--- config.mk ---
export PLATFORM = sky130hd
export DESIGN_NAME = bounce_counter_ctrl
export DESIGN_NICKNAME = d
export VERILOG_FILES = /design/src/rtl/bounce_counter_ctrl.sv
export SDC_FILE = /design/constraint.sdc
export NUM_CORES = 1
export LEC_CHECK = 0
export BUFFER_PORTS_ARGS = -buffer_cell sky130_fd_sc_hd__buf_2
export CORE_ASPECT_RATIO = 0.6
export CORE_MARGIN = 3
export CORE_UTILIZATION = 45
export DETAILED_ROUTE_END_ITERATION = 10
export GPL_TIMING_DRIVEN = 0
export PLACE_DENSITY_LB_ADDON = 0.08
export SLEW_MARGIN = 15
export SYNTH_ARGS = -nofsm -noshare
export SYNTH_HDL_FRONTEND = slang
export SYNTH_SLANG_ARGS = --single-unit
--- constraint.sdc ---
create_clock -name clk -period 2.6 [get_ports clk]
set_clock_uncertainty 0.15 [all_clocks]
set_input_delay 0.52 -clock clk [delete_from_list [all_inputs] [get_ports clk]]
set_output_delay 0.52 -clock clk [all_outputs]
set_load 0.01 [all_outputs]
--- src/rtl/bounce_counter_ctrl.sv ---
// -----------------------------------------------------------------------------
// bounce_counter_ctrl
// Sequencer for an external loadable up/down counter. It drives enable,
// direction and load so that the counter bounces between latched bounds
// lo..hi. Supports run, pause, single-step, stop and counts turnarounds.
//
// Optional feature macro: BOUNCE_DWELL_EN
//   defined   : the TURN state holds for DWELL cycles (turn still pulses once)
//   undefined : the TURN state lasts exactly one cycle and DWELL is unused
//
// Ports
//   clk          clock, rising edge
//   clr_n        asynchronous active-low reset
//   i_start      level: run from IDLE, or resume from PAUSE
//   i_stop       level: abort to IDLE
//   i_pause      level: freeze in PAUSE
//   i_step       1-cycle pulse: one count while paused
//   i_lo, i_hi   bounds, latched on a start from IDLE
//   i_cnt_val    current counter value from the datapath
//   o_cnt_en     counter counts on the next edge
//   o_cnt_up     1 = +1, 0 = -1 (meaningful while o_cnt_en = 1)
//   o_cnt_load   counter loads o_load_val on the next edge
//   o_load_val   latched lo
//   o_busy       controller is not IDLE
//   o_turn       1-cycle pulse on each direction reversal
//   o_turn_cnt   reversals since the last start from IDLE (wraps)
//   o_cfg_err    last start from IDLE saw lo >= hi
// -----------------------------------------------------------------------------
module bounce_counter_ctrl #(
   parameter int unsigned WIDTH = 3,
   parameter int unsigned DWELL = 2
) (
   input  logic             clk,
   input  logic             clr_n,
   input  logic             i_start,
   input  logic             i_stop,
   input  logic             i_pause,
   input  logic             i_step,
   input  logic [WIDTH-1:0] i_lo,
   input  logic [WIDTH-1:0] i_hi,
   input  logic [WIDTH-1:0] i_cnt_val,
   output logic             o_cnt_en,
   output logic             o_cnt_up,
   output logic             o_cnt_load,
   output logic [WIDTH-1:0] o_load_val,
   output logic             o_busy,
   output logic             o_turn,
   output logic [7:0]       o_turn_cnt,
   output logic             o_cfg_err
);

   // Two guard bits so that value-1 at zero stays negative in comparisons.
   localparam int unsigned XW = WIDTH + 2;
`ifdef BOUNCE_DWELL_EN
   localparam int unsigned TURN_CYC = DWELL;
`else
   localparam int unsigned TURN_CYC = 1;
`endif
   localparam int unsigned DW_W = (TURN_CYC > 1) ? $clog2(TURN_CYC) : 1;
   localparam logic signed [XW-1:0] ONE = XW'(1);

   if (DWELL < 1) begin : g_dwell_chk
      $error("bounce_counter_ctrl: DWELL must be >= 1");
   end

   typedef enum logic [2:0] {
      ST_IDLE,
      ST_LOAD,
      ST_UP,
      ST_DOWN,
      ST_TURN,
      ST_PAUSE
   } state_t;

   state_t            r_state;
   logic              r_dir;
   logic [WIDTH-1:0]  r_lo_q;
   logic [WIDTH-1:0]  r_hi_q;
   logic              r_cnt_en;
   logic              r_cnt_up;
   logic              r_cnt_load;
   logic              r_busy;
   logic              r_turn;
   logic [7:0]        r_turn_cnt;
   logic              r_cfg_err;
   logic [DW_W-1:0]   r_dwell;

   logic signed [XW-1:0] w_cur;
   logic signed [XW-1:0] w_nxt;
   logic                 w_at_bound;
   logic                 w_adv;

   // Value the counter will hold after this edge, given the command it is
   // executing now. Deciding on this look-ahead lets the registered enable
   // drop exactly in the cycle the counter reaches a bound.
   always_comb begin
      w_cur = $signed({2'b00, i_cnt_val});
      if (r_cnt_load) begin
         w_nxt = $signed({2'b00, r_lo_q});
      end else if (r_cnt_en) begin
         w_nxt = r_cnt_up ? (w_cur + ONE) : (w_cur - ONE);
      end else begin
         w_nxt = w_cur;
      end
      w_at_bound = r_dir ? (w_nxt >= $signed({2'b00, r_hi_q}))
                         : (w_nxt <= $signed({2'b00, r_lo_q}));
   end

   // States that move on to UP/DOWN (or into TURN when at the facing bound).
   always_comb begin
      w_adv = 1'b0;
      case (r_state)
         ST_LOAD:         w_adv = 1'b1;
         ST_UP, ST_DOWN:  w_adv = !i_pause;
         ST_TURN:         w_adv = !i_pause && (r_dwell == '0);
         ST_PAUSE:        w_adv = i_start && !i_pause;
         default:         w_adv = 1'b0;
      endcase
   end

   // Sequencer: state, direction, bounds and all registered outputs.
   always_ff @(posedge clk or negedge clr_n) begin
      if (!clr_n) begin
         r_state    <= ST_IDLE;
         r_dir      <= 1'b1;
         r_lo_q     <= '0;
         r_hi_q     <= '0;
         r_cnt_en   <= 1'b0;
         r_cnt_up   <= 1'b0;
         r_cnt_load <= 1'b0;
         r_busy     <= 1'b0;
         r_turn     <= 1'b0;
         r_turn_cnt <= '0;
         r_cfg_err  <= 1'b0;
         r_dwell    <= '0;
      end else begin
         r_cnt_en   <= 1'b0;
         r_cnt_up   <= 1'b0;
         r_cnt_load <= 1'b0;
         r_turn     <= 1'b0;

         if (i_stop) begin
            r_state <= ST_IDLE;
            r_busy  <= 1'b0;
            r_dwell <= '0;
         end else if (w_adv) begin
            r_busy <= 1'b1;
            if (w_at_bound) begin
               r_state    <= ST_TURN;
               r_dir      <= !r_dir;
               r_turn     <= 1'b1;
               r_turn_cnt <= r_turn_cnt + 8'd1;
               r_dwell    <= DW_W'(TURN_CYC - 1);
            end else begin
               r_state  <= r_dir ? ST_UP : ST_DOWN;
               r_cnt_en <= 1'b1;
               r_cnt_up <= r_dir;
            end
         end else begin
            case (r_state)
               ST_IDLE: begin
                  if (i_start && !i_pause) begin
                     if (i_lo < i_hi) begin
                        r_state    <= ST_LOAD;
                        r_busy     <= 1'b1;
                        r_dir      <= 1'b1;
                        r_lo_q     <= i_lo;
                        r_hi_q     <= i_hi;
                        r_turn_cnt <= '0;
                        r_cfg_err  <= 1'b0;
                        r_cnt_load <= 1'b1;
                     end else begin
                        r_cfg_err  <= 1'b1;
                     end
                  end
               end
               // Not advancing from UP/DOWN can only mean pause.
               ST_UP, ST_DOWN: begin
                  r_state <= ST_PAUSE;
               end
               ST_TURN: begin
                  if (i_pause) begin
                     r_state <= ST_PAUSE;
                     r_dwell <= '0;
                  end else begin
                     r_dwell <= r_dwell - DW_W'(1);
                  end
               end
               // Single step: count once, or reverse when already at the bound.
               ST_PAUSE: begin
                  if (i_step) begin
                     if (w_at_bound) begin
                        r_dir      <= !r_dir;
                        r_turn     <= 1'b1;
                        r_turn_cnt <= r_turn_cnt + 8'd1;
                     end else begin
                        r_cnt_en <= 1'b1;
                        r_cnt_up <= r_dir;
                     end
                  end
               end
               default: begin
                  r_state <= ST_IDLE;
                  r_busy  <= 1'b0;
               end
            endcase
         end
      end
   end

   assign o_cnt_en   = r_cnt_en;
   assign o_cnt_up   = r_cnt_up;
   assign o_cnt_load = r_cnt_load;
   assign o_load_val = r_lo_q;
   assign o_busy     = r_busy;
   assign o_turn     = r_turn;
   assign o_turn_cnt = r_turn_cnt;
   assign o_cfg_err  = r_cfg_err;

endmodule
==> summary.md <==
| Metric | Value |
|---|---|
| Yosys top cell by area | `dfrtp_1` |
| Placer Congestion | `0.871` |
| Slowest-stage cell, CP | `or4_1` |
| Post-synth top area share | `0.360` |
| Worst setup SP type | `input pin` |
| Failing checks | `setup timing` |
| Sequence of cells on the critical path | `buf_6 -> ha_2 -> mux2_4 -> nand2_2 -> xnor2_2 -> nor2_1 -> a21oi_2 -> ha_1 -> o21ai_1 -> o21bai_2 -> a22oi_4 -> inv_2 -> or4_1 -> a21oi_1` |
| Period utilization | `1.12` |
| CP arrival | `2.98 ns` |
| Relative slew slack | `0.534` |
| GR Overflow Total | `0` |
| Syn Nets | `222` |
| Reg2Reg Capture Point | `o_turn_cnt[2]$_DFFE_PN0P_` |
| Hold Slack | `0.0857 ns` |
| Worst VDD drop | `0.000681 V` |
| Syn-to-layout area delta | `24.7%` |
| PortBufs | `30` |
| Initial antenna violation count | `0` |
| Final Slew Violations | `0` |
| Die Area | `4500 sq um` |
| GR Util All Layers | `0.202` |
| Minimum clock period | `2.92 ns` |
| Vias | `1554` |
| Top-count cell post-synth | `dfrtp_1` |
| PnR worst setup slack | `-0.316 ns` |
| Top post-synthesis cells by area | `dfrtp_1, ha_1, a21oi_1` |
| # clock sinks | `25` |
| Initial core utilization | `0.491` |
| Synth Warn # | `0` |
| CP Class | `input pin to flop` |
| Asr flop ratio synth | `1.00` |
| Avg Synthesized Cell Area | `8.65 sq um` |
| Worst EP required | `2.66 ns` |
| Fin nets | `259` |
| Core area | `3400 sq um` |
| CTS buffer count | `3` |
| RSZ-0062 raised after global routing | `yes` |
| Fmax | `343 MHz` |
| Synth top cells by count | `dfrtp_1, nand2_1, nor2_1` |
| DP HPWL | `3.10 mm` |
| Reg2reg path depth | `12` |
| Max cap viols | `0` |
| IO Count | `32` |
| CTS tree | `yes` |
| Row cnt | `16` |
| Max clock buf depth | `2` |
| Distinct cells, synth | `41` |
| Clk slew on worst S/H paths | `0.09 ns` |
| Power, Total | `1.93 mW` |
| Vias in the first global route | `1533` |
| Setup Viol. Count Final | `12` |
| CTS Hold Buffers Added | `0` |
| Clk root buf | `clkbuf_8` |
| Final Hold Vio Count | `0` |
| Share of layout cells above drive strength 1 | `0.284` |
| H-tree levels | `1` |
| Worst slack, placed | `-0.902 ns` |
| 1st-iter DRT viols | `122` |
| Die extent in x | `84.7 um` |
| Synth Instances | `193` |
| Synthesized area | `1670 sq um` |
| Inserted Diodes | `0` |
| Worst hold path class | `input pin to async pin` |
| DR pass1 iterations | `4` |
| First-pass GRT wire length | `7.04 mm` |
| EDFF count, synth | `0` |
| Reg2reg setup slack | `-0.30 ns` |
| Vias/cell | `5.67` |
| Util after Layout | `0.612` |
| Ys flop type | `dfrtp_1` |
| FF-to-FF Start | `o_cnt_up$_DFF_PN0_` |
| Worst-Skew Late Latency | `0.27 ns` |
| DRC viols | `0` |
| DRT antenna net count | `0` |
| Worst setup EP type | `flop` |
| Routed wire length per instance | `15.3 um` |
| Crit-path max FO | `5` |
| Status | `finished with violations` |
| Synthesis-stage register bit count | `25` |
| Final Routed Wirelength | `4.19 mm` |
| Sequential share of the synthesized area | `0.375` |
| Pleak | `0.973 nW` |
| Die Y | `53.2 um` |
| Largest net degree at the start of global routing | `26` |
| Max stage delay on crit path | `0.46 ns` |
| Pwr Density | `927 nW/um^2` |
| Worst-margin pin slew | `0.699 ns` |
## worst max-delay path by stage
| stage | cells past startpoint | endpoint | startpoint | slack, ns |
|---|---|---|---|---|
| 6_report | 14 | o_turn_cnt[2]$_DFFE_PN0P_ | i_cnt_val[0] | -0.32 |
| 5_1_grt | 13 | o_turn_cnt[2]$_DFFE_PN0P_ | i_cnt_val[1] | -0.46 |
| 4_1_cts | 13 | o_turn_cnt[2]$_DFFE_PN0P_ | i_cnt_val[1] | -0.26 |
| 3_5_place_dp | 15 | o_turn_cnt[2]$_DFFE_PN0P_ | i_cnt_val[1] | -0.90 |
| 3_3_place_gp | 15 | o_turn_cnt[2]$_DFFE_PN0P_ | i_cnt_val[1] | -0.87 |
| 2_1_floorplan | 14 | o_turn_cnt[2]$_DFFE_PN0P_ | i_cnt_val[1] | -0.41 |
## power by group
part / switching, mW / internal, mW / total (mW)
Sequential: 0.107 / 0.507 / 0.614
Combinational: 0.647 / 0.430 / 1.08
Clock: 0.131 / 0.109 / 0.239
## stage by stage
step                      area, sq um  TNS (ns)  std cells
final                            2080     -2.52        274
after global routing             2080     -4.53        274
after CTS                        2060     -1.80        274
after detailed placement         1950    -10.39        268
after global placement           1950     -9.76        268
after floorplan                  1750     -2.64        193
## critical path: cells and delay by family
kind                     cells  cell delay, ns
AO/OA/AOI/OAI                5            0.82
XOR/XNOR                     1            0.12
adder cells (fa/ha/maj)      2            0.44
buffers and inverters        2            0.20
multiplexers                 1            0.25
AND/OR/NAND/NOR              3            0.61
## cell type report
cell class | instances | area [sq um]
plain buffers | 4 | 25.0
inverters | 18 | 85.1
flip-flops and latches | 25 | 628
fillers | 324 | 1320
repair buffers | 32 | 186
clock inverters | 1 | 7.51
multi-input cells | 146 | 1050
clock buffers | 3 | 41.3
well taps | 45 | 56.3
## state kept, by name, summed over array words and instances (netlist names)
name        cells
o_cnt_en        1
r_dir           1
o_busy          1
r_state         3
o_turn_cnt      8
o_cfg_err       1
r_hi_q          3
o_cnt_up        1
o_turn          1
o_load_val      3
o_cnt_load      1
r_dwell         1
## kinds of logic after synthesis
kind of cell / Yosys count / synth area share
buffers and inverters: 22 / 0.0517
adder cells (fa/ha/maj): 14 / 0.105
multiplexers: 5 / 0.0315
AO/OA/AOI/OAI: 55 / 0.213
flip-flops: 25 / 0.375
AND/OR/NAND/NOR: 68 / 0.202
XOR/XNOR: 4 / 0.0210
## what timing repair did
item	4_1_cts	5_1_grt
buffers inserted	2	1
setup endpoints to repair	16	15
resized for setup	11	5
pin swaps	7	7
endpoints found under the hold margin	0	0
## routing by layer
layer,wire [um],vias up,track usage
met5,0,-,0
met4,8,0,0.0474
met3,298,2,0.0498
met2,1840,60,0.329
met1,2040,734,0.275
li1,-,758,-
## cell usage in the layout (no fill, tap or decap), types with 2 or more instances in the layout
| cell | instances |
|---|---|
| a21o_1 | 4 |
| nor3_2 | 2 |
| buf_6 | 2 |
| o21ai_1 | 3 |
| ha_1 | 11 |
| xnor2_1 | 3 |
| nand2b_1 | 4 |
| o21ai_0 | 12 |
| nand2_1 | 20 |
| buf_4 | 2 |
| clkbuf_8 | 3 |
| nor2b_1 | 2 |
| mux2i_1 | 3 |
| buf_2 | 30 |
| nor2_1 | 18 |
| o31ai_1 | 3 |
| a31oi_1 | 2 |
| nor3_1 | 2 |
| dfrtp_1 | 23 |
| nand4b_1 | 2 |
| inv_1 | 14 |
| nand3_1 | 4 |
| a21oi_1 | 15 |
| ha_4 | 2 |
| nand4_1 | 2 |
| or4_1 | 3 |
Note: power is estimated with default switching activity, not from simulation.
